[src/rtl/mac_serial_seq.sv]
// Digit-serial multiply-accumulate: A streams in LSB digit first, X is latched at start.
// Optional MAC_SIGNED_EN: treat A, X and the accumulator as two's complement.
module mac_serial_seq #(
    parameter int N = 32,
    parameter int M = N,
    parameter int D = 1,
    parameter int G = 4
) (
    input  logic             clk,
    input  logic             rst,
    input  logic             start,
    input  logic             clr_acc,
    input  logic [M-1:0]     X,
    input  logic [D-1:0]     a_in,
    input  logic             a_vld,
    output logic             busy,
    output logic             done,
    output logic [N+M+G-1:0] acc_out,
    output logic             ovf
);

    localparam int W     = N + M + G;
    localparam int PW    = N + M;
    localparam int BEATS = N / D;
    localparam int CW    = (BEATS > 1) ? $clog2(BEATS) : 1;
    localparam int SW    = $clog2(N) + 1;
    localparam int TW    = D + M + 2;
    localparam logic [CW-1:0] LAST = CW'(BEATS - 1);

`ifdef MAC_SIGNED_EN
    localparam bit SIGNED_MODE = 1'b1;
`else
    localparam bit SIGNED_MODE = 1'b0;
`endif

    typedef enum logic [1:0] {IDLE, MULT, ACC} state_t;

    state_t               state;
    logic [M-1:0]         xr;
    logic signed [PW-1:0] prod;
    logic [CW-1:0]        cnt;
    logic [SW-1:0]        sh;

    logic signed [D:0]    digit;
    logic signed [M:0]    xr_ext;
    logic signed [TW-1:0] term;
    logic signed [PW-1:0] term_sh;
    logic [W-1:0]         prod_ext;
    logic [W-1:0]         acc_sum;
    logic                 acc_ovf;

    // Overflow of acc + addend: carry-out when unsigned, sign rule when signed.
    function automatic logic add_ovf(input logic [W-1:0] a, input logic [W-1:0] b);
        logic [W:0] full;
        full = {1'b0, a} + {1'b0, b};
        if (SIGNED_MODE)
            return (a[W-1] == b[W-1]) && (full[W-1] != a[W-1]);
        return full[W];
    endfunction

    // The top digit's MSB carries negative weight in signed mode.
    always_comb begin
        digit    = {(SIGNED_MODE && (cnt == LAST)) ? a_in[D-1] : 1'b0, a_in};
        xr_ext   = {SIGNED_MODE ? xr[M-1] : 1'b0, xr};
        term     = TW'(digit) * TW'(xr_ext);
        term_sh  = PW'(term) << sh;
        prod_ext = SIGNED_MODE ? W'(prod) : W'($unsigned(prod));
        acc_sum  = acc_out + prod_ext;
        acc_ovf  = add_ovf(acc_out, prod_ext);
    end

    always_ff @(posedge clk) begin
        if (rst) begin
            state   <= IDLE;
            busy    <= 1'b0;
            done    <= 1'b0;
            acc_out <= '0;
            ovf     <= 1'b0;
            cnt     <= '0;
            sh      <= '0;
            prod    <= '0;
            xr      <= '0;
        end else begin
            done <= 1'b0;
            case (state)
                IDLE: begin
                    if (start) begin
                        xr    <= X;
                        prod  <= '0;
                        cnt   <= '0;
                        sh    <= '0;
                        busy  <= 1'b1;
                        state <= MULT;
                        if (clr_acc) begin
                            acc_out <= '0;
                            ovf     <= 1'b0;
                        end
                    end
                end
                MULT: begin
                    if (a_vld) begin
                        prod <= prod + term_sh;
                        cnt  <= cnt + 1'b1;
                        sh   <= sh + SW'(D);
                        if (cnt == LAST)
                            state <= ACC;
                    end
                end
                ACC: begin
                    acc_out <= acc_sum;
                    ovf     <= ovf | acc_ovf;
                    done    <= 1'b1;
                    busy    <= 1'b0;
                    state   <= IDLE;
                end
                default: begin
                    busy  <= 1'b0;
                    state <= IDLE;
                end
            endcase
        end
    end

endmodule

[config.mk]
export PLATFORM = sky130hd
export DESIGN_NAME = mac_serial_seq
export DESIGN_NICKNAME = d
export VERILOG_FILES = /design/src/rtl/mac_serial_seq.sv
export SDC_FILE = /design/constraint.sdc
export NUM_CORES = 1
export LEC_CHECK = 0
export ABC_CLOCK_PERIOD_IN_PS = 10500
export CAP_MARGIN = 20
export CORE_MARGIN = 2
export CORE_UTILIZATION = 45
export DETAILED_ROUTE_END_ITERATION = 10
export GPL_TIMING_DRIVEN = 1
export PLACE_DENSITY = 0.61
export SLEW_MARGIN = 0
export SYNTH_ARGS = -nofsm -noshare
export SYNTH_HDL_FRONTEND = slang
export SYNTH_SLANG_ARGS = --single-unit
export TNS_END_PERCENT = 1
[constraint.sdc]
create_clock -name clk -period 10.5 [get_ports clk]
set_input_delay 2.1 -clock clk [delete_from_list [all_inputs] [get_ports clk]]
set_output_delay 2.1 -clock clk [all_outputs]
set_load 0.01 [all_outputs]
# Word level (Yosys, flattened, before mapping)
# Cells that the tools add are included.
[totals] memories=0 in_bits=38 wordCells=55 latchBits=0 ram_bits=0 reg_bits=180 romBits=0 out_inout_bits=71
[op_classes] n_eq_ne=7 div=0 muxes=22 add_sub_neg=5 n_reduce_logical=8 bitwise_logic=2 mul=1 magnitude_cmp=0 shifts=1
[ops] op="two-way mux 68 bit" n=2
[ops] op="one-hot mux 68 bit (2 select lines)" n=1
[ops] op="two-way mux 64 bit" n=2
[ops] op="one-hot mux 64 bit (2 select lines)" n=1
[ops] op="adder 68 x 64 -> 69 bit" n=1
[ops] op="adder 68 x 64 -> 68 bit" n=1
[ops] op="adder 64 bit" n=1
[ops] op="left shift 33 x 6 -> 64 bit" n=1
[ops] op="multiplier 1 x 32 -> 33 bit" n=1
[ops] op="two-way mux 6 bit" n=2
[ops] op="one-hot mux 6 bit (2 select lines)" n=1
[ops] op="two-way mux 5 bit" n=2
[ops] op="one-hot mux 5 bit (2 select lines)" n=1
[ops] op="AND reduction 3 bit" n=3
[ops] op="!= test 2 bit, second input constant" n=4
[ops] op="adder 6 x 1 -> 6 bit, second input constant" n=1
[ops] op="two-way mux 2 bit" n=3
[ops] op="adder 5 x 1 -> 5 bit, second input constant" n=1
[ops] op="== test 5 bit, second input constant" n=1
[ops] op="two-way mux 1 bit" n=4
[ops] op="one-hot mux 1 bit (2 select lines)" n=2
[ops] op="one-hot mux 2 bit (2 select lines)" n=1
[ops] op="AND reduction 2 bit" n=2
[ops] op="nonzero test 2 bit" n=2
[ops] op="other kinds (5)" n=5

# Longest topological paths before layout
# Gate-level depths: netlist of the first run.
[logic_depth] depth_word=5 mapped_depth=25 mapped_depth_nobuf=22

# Worst setup path before layout of the first run
# No wires, ideal clock.
[synth_path] path_kind="input to register" start="input a_in" end="register prod[58]" arrival_ns=5.898 slack_ns=4.474 path_buffers=3 required_time_ns=10.372 stages=20 setup_time_ns=0.128 path_cell_list="clkbuf_1 > clkbuf_1 > buf_1 > nand2_1 > o21ai_0 > mux2i_1 > o21ai_0 > and2_1 > ha_1 > a21oi_1 > o21bai_1 > a21o_1 > a221o_1 > a21oi_1 > nand4_1 > a21boi_0 > o21ai_0 > a21oi_1 > xor2_1 > o21ai_0"
[synth_between] elab_chain_len=5
[synth_lines] element="start, declared" line_no="14" rtl="input logic [D-1:0] a_in,"
[synth_lines] element="multiplier 1 x 32 -> 33 bit" line_no="65" rtl="term = TW'(digit) * TW'(xr_ext);"
[synth_lines] element="left shift 33 x 6 -> 64 bit" line_no="66" rtl="term_sh = PW'(term) << sh;"
[synth_lines] element="adder 64 bit" line_no="102" rtl="prod <= prod + term_sh;"
[synth_lines] element="two-way mux 64 bit" line_no="101" rtl="if (a_vld) begin"
[synth_lines] element="one-hot mux 64 bit (2 select lines)" line_no="85" rtl="case (state)"
[synth_lines] element="end signal, assigned" line_no="102"
[synth_lines] element="end, declared" line_no="40" rtl="logic signed [PW-1:0] prod;"
# No other way between the ends. The select of a mux whose other input is x is not followed.
# A chain may end at the register's enable or synchronous reset.

# Worst setup path in the final report of the first run
# Ends and elaborated chain as after synthesis.

==> impl_metrics.yaml, run 1 <==
outcome:
  outcome: "finished, final reports clean"
yosys:
  synth_most_common_cell: "nand2_1"
  synthTopCellsByArea: "dfxtp_1, ha_1, nand2_1, a21oi_1, o21ai_0"
  seq_area_frac_synth_pct: 23.3
  synth-edff-count: 0
  synth_fp_nets: 2255
  synth_top_cell_by_area: "dfxtp_1"
  synthDistinctLibCells: 77
  syn-cell-area_sq_mm: 0.0155
  synthArstFlopShare_pct: 0
  postSynthAreaPerCell_sq_um: 7.42
  synth.cells.most_frequent: "nand2_1, a21oi_1, nor2_1, dfxtp_1, o21ai_0"
  synth_top_area_share_pct: 23.3
  ys_warn_count: 0
  ys.flop_type: "dfxtp_1"
  syn_inst: 2085
  ys_seq_elements: 180
setup_path:
  cp_common_cell: "a21oi_1"
  worstSetupPathType: "in2reg"
  crit_family: "compound AO/OA/AOI/OAI gates"
  crit_path_max_incr_delay_ns: 0.67
  worstSetupEndpointType: "flip-flop"
  startpoint_type: "input pin"
  critical_path_required_ns: 10.84
  arrival_ns: 7.23
  crit_buf_inv: 1
  worst_path_max_delay_cell: "buf_2"
  worstPathMaxFanout: 55
  crit_chain: "buf_2 > nor3b_1 > a21oi_1 > a21oi_1 > nand2_1 > o21ai_0 > and2_1 > ha_1 > a21oi_1 > o21bai_1 > a21o_1 > a221o_1 > a21oi_1 > nand4_1 > a21boi_0 > o21ai_0 > a21oi_1 > xor2_1 > o21ai_0"
power_and_ir_drop:
  ir_drop_mv: 0.116
  p_leak_nw: 7.10
  pwr_density_cell_mw_per_mm2: 85.0
placed_design:
  gp_congestion: 0.966
  place_worst_setup_slack_ns: 3.25
  dpl.hpwl_um: 37100
  io_buffers: 108
routing:
  wirelength_met1_um: 22800
  drt-initial-drc-count: 1090
  drt-total-wl_um: 47300
  met2_wirelength_um: 20900
  wl_met3_um: 2350
  viasPerCell: 5.93
  vias: 15200
  first_pass_iters: 6
  wl_per_cell_um: 18.4
  maxUsedRoutingLayer: "met4"
  drc: 0
  ant_nets: 0
sta:
  max_slew_margin_pct: 31.7
  setup-tns-final_ns: 0
  post-route-worst-setup-slack_ns: 3.61
  finalSetupViolations: 0
  fin_crit_sh_pct: 65.7
  fin_skew_ns: 0.0133
  period_minus_slack_ns: 6.89
  tightest_slew_ns: 1.02
  clock.fmax_ghz: 0.145
  hold_viol: 0
  slew_violations: 0
  rsz0062_at_grt: "false"
cells_and_area:
  syn_to_final_growth_pct: 12.1
  fin_nets: 2271
  diodes: 0
  drive_gt1_share_pct: 4.82
  nFillCells: 3362
clocking:
  clock-sinks: 180
  cts_hold_buf: 0
  cts-buffers-inserted: 17
  cts.clk_slew.worst_paths_ns: 0.07
  cts_tree: "yes"
  clockBufferDepth: 2
  cts_setup_buffers: 0
  cts-htree-levels: 4
  post_cts_resized: 0
  clk_latency_ns: 0.46
  cts-root-buf: "clkbuf_16"
floorplanning:
  placeableCoreArea_sq_mm: 0.0337
  start_util_pct: 45.9
  chipWidth_um: 189
  die-height_um: 189
  dieArea_sq_mm: 0.0359
  num_io_pins: 109
  num_rows: 67
grt:
  grt_pass1_vias: 14300
  grt_max_degree: 61
  overflow: 0
  antenna_found_initial: 0
  grt_pass1_wl_um: 75600
  grt_use_total_pct: 26.2
worst_hold_path:
  hold_path_class: "reg2reg"
flow_run:
  cap_violations: 0
## area by class of cell
cell class | instances | area, sq um | area share (%)
well taps | 448 | 561 | 3.23
clock buffers | 21 | 480 | 2.77
repair buffers | 123 | 1200 | 6.92
inverters | 43 | 161 | 0.931
clock inverters | 11 | 75.1 | 0.433
flip-flops and latches | 180 | 3610 | 20.8
multi-input cells | 1736 | 11300 | 64.9
## stage by stage
| stage | utilization (%) | total power [W] | cell area, sq um | cells | hold WS, ns |
|---|---|---|---|---|---|
| floorplan | - | 0.000816 | 15500 | 2085 | 0.444 |
| global placement | 49.7 | 0.000867 | 16800 | 2528 | 0.451 |
| detailed placement | 49.8 | 0.000871 | 16800 | 2530 | 0.454 |
| CTS | 51.5 | 0.00149 | 17300 | 2562 | 0.470 |
| global route | 51.5 | 0.00153 | 17300 | 2562 | 0.500 |
| finish | 51.5 | 0.00147 | 17300 | 2562 | 0.464 |
## final timing paths
| path | from | endpoint | slack, ns | cells after the start |
|---|---|---|---|---|
| worst max-delay path | a_in | prod[58] | 3.61 | 19 |
| worst min-delay path | ovf | ovf | 0.46 | 1 |
| worst max register to register | sh[1] | prod[61] | 4.70 | 20 |
| worst min register to register | ovf | ovf | 0.46 | 1 |
## logic make-up after synthesis
kind of cell	count (synthesis)	share of synthesized area, %
compound gates	727	29.8
xor+xnor	121	6.85
fa+ha+maj	132	10.8
buf+inv	169	4.11
flops	180	23.3
mux	64	4.95
simple gates	692	20.3
## worst register-to-register path, cell delays in order, from the launching register on
cell and delay [ns]:
dfxtp_2 1.00, mux2_2 0.46, nand2_1 0.06, o21ai_0 0.14
nand3_1 0.14, o21ai_0 0.15, o21ai_0 0.39, o21ai_0 0.23
and2_1 0.22, ha_1 0.34, a21o_1 0.21, a21o_1 0.18
a21o_1 0.21, a221oi_1 0.40, o21a_1 0.21, o21ai_0 0.14
nor2_1 0.38, o21ai_0 0.20, o21ai_0 0.32, mux2i_1 0.23
nand2_1 0.06
## layer usage
metal / GRT usage (%) / vias to the layer above
li1: - / 7643
met1: 36.2 / 7065
met2: 41.6 / 415
met3: 3.69 / 73
met4: 9.09 / 0
met5: 0 / -
## power by group
part	internal, W	leakage [nW]	switching, W	total [W]
combinational	0.0000551	5.36	0.0000974	0.000152
clock	0.000328	0.275	0.000290	0.000618
sequential	0.000692	1.46	0.0000107	0.000703
total	0.00108	7.10	0.000399	0.00147
## state kept, by name (all words and copies together), names as in the netlist
| register | cells |
|---|---|
| cnt | 5 |
| done | 1 |
| xr | 32 |
| state | 2 |
| ovf | 1 |
| prod | 64 |
| busy | 1 |
| sh | 6 |
| acc_out | 68 |
## cell usage in the layout, fill, tap and decap left out, types with 11 or more instances in the layout
master and n:
a211oi_1 14, a21o_1 74, a21oi_1 206, a22o_1 37, a22oi_1 57, a31oi_1 23
and2_1 23, and3_1 11, buf_4 14, clkbuf_16 17, clkdlybuf4s50_1 106, dfxtp_1 177
ha_1 130, inv_1 43, mux2i_1 45, nand2_1 275, nand2b_1 23, nand3_1 52
nand4_1 36, nor2_1 181, nor2b_1 14, nor3_1 31, o211ai_1 12, o21a_1 18
o21ai_0 167, o21bai_1 26, o22ai_1 20, o31ai_1 13, xnor2_1 67, xor2_1 54
Note: power is estimated with default switching activity, not from simulation.
==> inputs of run 2 (changes only) <==
Settings changed: ABC_CLOCK_PERIOD_IN_PS 10500 to 7000.
Clock period 10.5 ns to 7 ns, I/O delays scaled along.
==> run 2 against run 1 <==
  * Hold slack gained 0.0067 ns
  * Sequential share of layout area fell by 0.14 points
  * Setup slack worse by 2.3 ns
  * Clock skew barely moved
  * Clock power increased by 75%
  * Die area stayed put
  * Register-to-register slack got worse by 3.3 ns
  * Combinational power increased by 51%
  * Non-clock buffer count up 5
  * Largest power group is now clock
  * First-iteration DRC count is the same
  * Critical path type unchanged
==> impl_metrics.yaml, run 2 (synthesized netlist as in run 1, its figures left out) <==
outcome:
  outcome: "finished, final reports clean"
sta:
  finalSetupViolations: 0
  fin_skew_ns: 0.0129
  max_slew_margin_pct: 30.7
  period_minus_slack_ns: 5.65
  hold_viol: 0
  whs_ns: 0.470
  clock.fmax_ghz: 0.177
  slew_violations: 0
  fin_crit_sh_pct: 80.8
  rsz0062_at_grt: "false"
  setup-tns-final_ns: 0
  tightest_slew_ns: 1.04
cells_and_area:
  multi_input_area_sq_mm: 0.0113
  largest_reg_flops: 68
  fin_nets: 2276
  largestRegisters: "acc_out (68), prod (64), xr (32)"
  nFillCells: 3390
  layout_common_cells: "nand2_1, a21oi_1, nor2_1, dfxtp_1, o21ai_0"
  largest-register: "acc_out"
  register_area_sq_mm: 0.00361
  drive_gt1_share_pct: 5.05
  syn_to_final_growth_pct: 12.8
  diodes: 0
  mostFrequentLayoutCell: "nand2_1"
clocking:
  cts-htree-levels: 4
  cts_tree: "yes"
  clockBufferDepth: 2
  cts_setup_buffers: 0
  cts.clk_slew.worst_paths_ns: 0.07
  clock-sinks: 180
  post_cts_resized: 0
  clk_latency_ns: 0.47
  cts_hold_buf: 0
  cts-root-buf: "clkbuf_16"
  cts-buffers-inserted: 17
floorplanning:
  num_io_pins: 109
  dieArea_sq_mm: 0.0359
  chipWidth_um: 189
  placeableCoreArea_sq_mm: 0.0337
  die-height_um: 189
  start_util_pct: 45.9
  num_rows: 67
setup_path:
  worst_path_max_delay_cell: "a31oi_1"
  crit_family: "compound AO/OA/AOI/OAI gates"
  crit_chain: "buf_2 > nand2_1 > o21ai_0 > o21ai_0 > nor2_1 > ha_1 > a21oi_1 > a211oi_1 > a31oi_1 > o211ai_1 > a31oi_1 > nor4_1 > nor2_1 > o21ai_0 > o21ai_0 > mux2i_1 > nand2_1"
  worstPathMaxFanout: 40
  rrSetupSlack_ns: 1.42
  r2r-end: "prod[63]"
  worstSetupPathType: "in2reg"
  reg2reg_from: "sh[1]"
  worstSetupEndpointType: "flip-flop"
  crit_buf_inv: 1
  critical_path_required_ns: 7.36
  worst-r2r-cell-count: 19
  arrival_ns: 6.01
  startpoint_type: "input pin"
  crit_path_max_incr_delay_ns: 0.50
  cp_common_cell: "o21ai_0"
power_and_ir_drop:
  ir_drop_mv: 0.182
  p_clk_share_pct: 45.6
  p_leak_nw: 7.15
  pwr_density_cell_mw_per_mm2: 135
  internal_power_w: 0.00174
  seqPwrFrac_pct: 44.7
  p_sw_w: 0.000620
  switching_share_pct: 26.2
  power_frac_comb_pct: 9.7
grt:
  grt_use_total_pct: 26.6
  grt_pass1_wl_um: 76400
  overflow: 0
  antenna_found_initial: 0
  grt_pass1_vias: 14200
  grt_max_degree: 58
routing:
  drc: 0
  ant_nets: 0
  first_pass_iters: 6
  drt-total-wl_um: 48100
  vias: 15300
  viasPerCell: 5.95
  wl_per_cell_um: 18.7
  drt-initial-drc-count: 1090
worst_hold_path:
  min_path_cells: 1
  worstHoldEndpoint: "ovf"
  hp-start: "ovf"
  hold_path_class: "reg2reg"
placed_design:
  dpl.hpwl_um: 37600
  gp_congestion: 0.975
  io_buffers: 108
flow_run:
  cap_violations: 0
[run 2: cell count changes in the layout (fill, tap and decap cells not counted)]
cell,change
bufinv_16,+4
clkbuf_8,-2
buf_8,-1
buf_4,+6
inv_6,+3
clkinv_2,-4
clkinv_4,-1
[run 2: layout make-up]
type,count,area share (%)
Clock buffer,19,2.59
Clock inverter,13,1.10
Inverter,43,0.924
Multi-Input combinational cell,1736,64.5
Sequential cell,180,20.7
Tap cell,448,3.21
Timing Repair Buffer,128,7.05
[run 2: worst max path at each step]
stage                     from  depth (start not counted)  endpoint
after detailed placement  a_in                         18  prod[61]
after global placement    a_in                         18  prod[61]
after global routing      a_in                         18  prod[63]
after CTS                 a_in                         18  prod[61]
final                     a_in                         17  prod[61]
after floorplan           a_in                         20  prod[58]
[run 2: layer usage]
metal	GRT usage (%)	vias to the layer above	routed length, um
met5	0	-	0
met2	42.8	418	21600
met1	36.8	7121	22800
li1	-	7675	-
met3	3.73	58	2440
met4	8.53	0	1180
[run 2: power groups by stage]
stage | Sequential (W) | Combinational [W] | Clock, W
after floorplan | 0.00107 | 0.000152 | 0
after global placement | 0.00108 | 0.000223 | 0
after detailed placement | 0.00108 | 0.000227 | 0
after CTS | 0.00106 | 0.000228 | 0.00110
after global routing | 0.00106 | 0.000250 | 0.00115
final | 0.00106 | 0.000229 | 0.00108
[run 2: metrics by stage]
step | cell area (sq um) | util, % | worst slack [ns] | instances | total power, W
2_1_floorplan | 15500 | - | 1.67 | 2085 | 0.00122
5_1_grt | 17500 | 51.8 | 1.00 | 2567 | 0.00246
3_5_place_dp | 16800 | 49.9 | 1.03 | 2535 | 0.00131
4_1_cts | 17500 | 51.8 | 1.49 | 2567 | 0.00239
3_3_place_gp | 16800 | 49.9 | 1.05 | 2534 | 0.00130
6_report | 17500 | 51.8 | 1.35 | 2567 | 0.00236
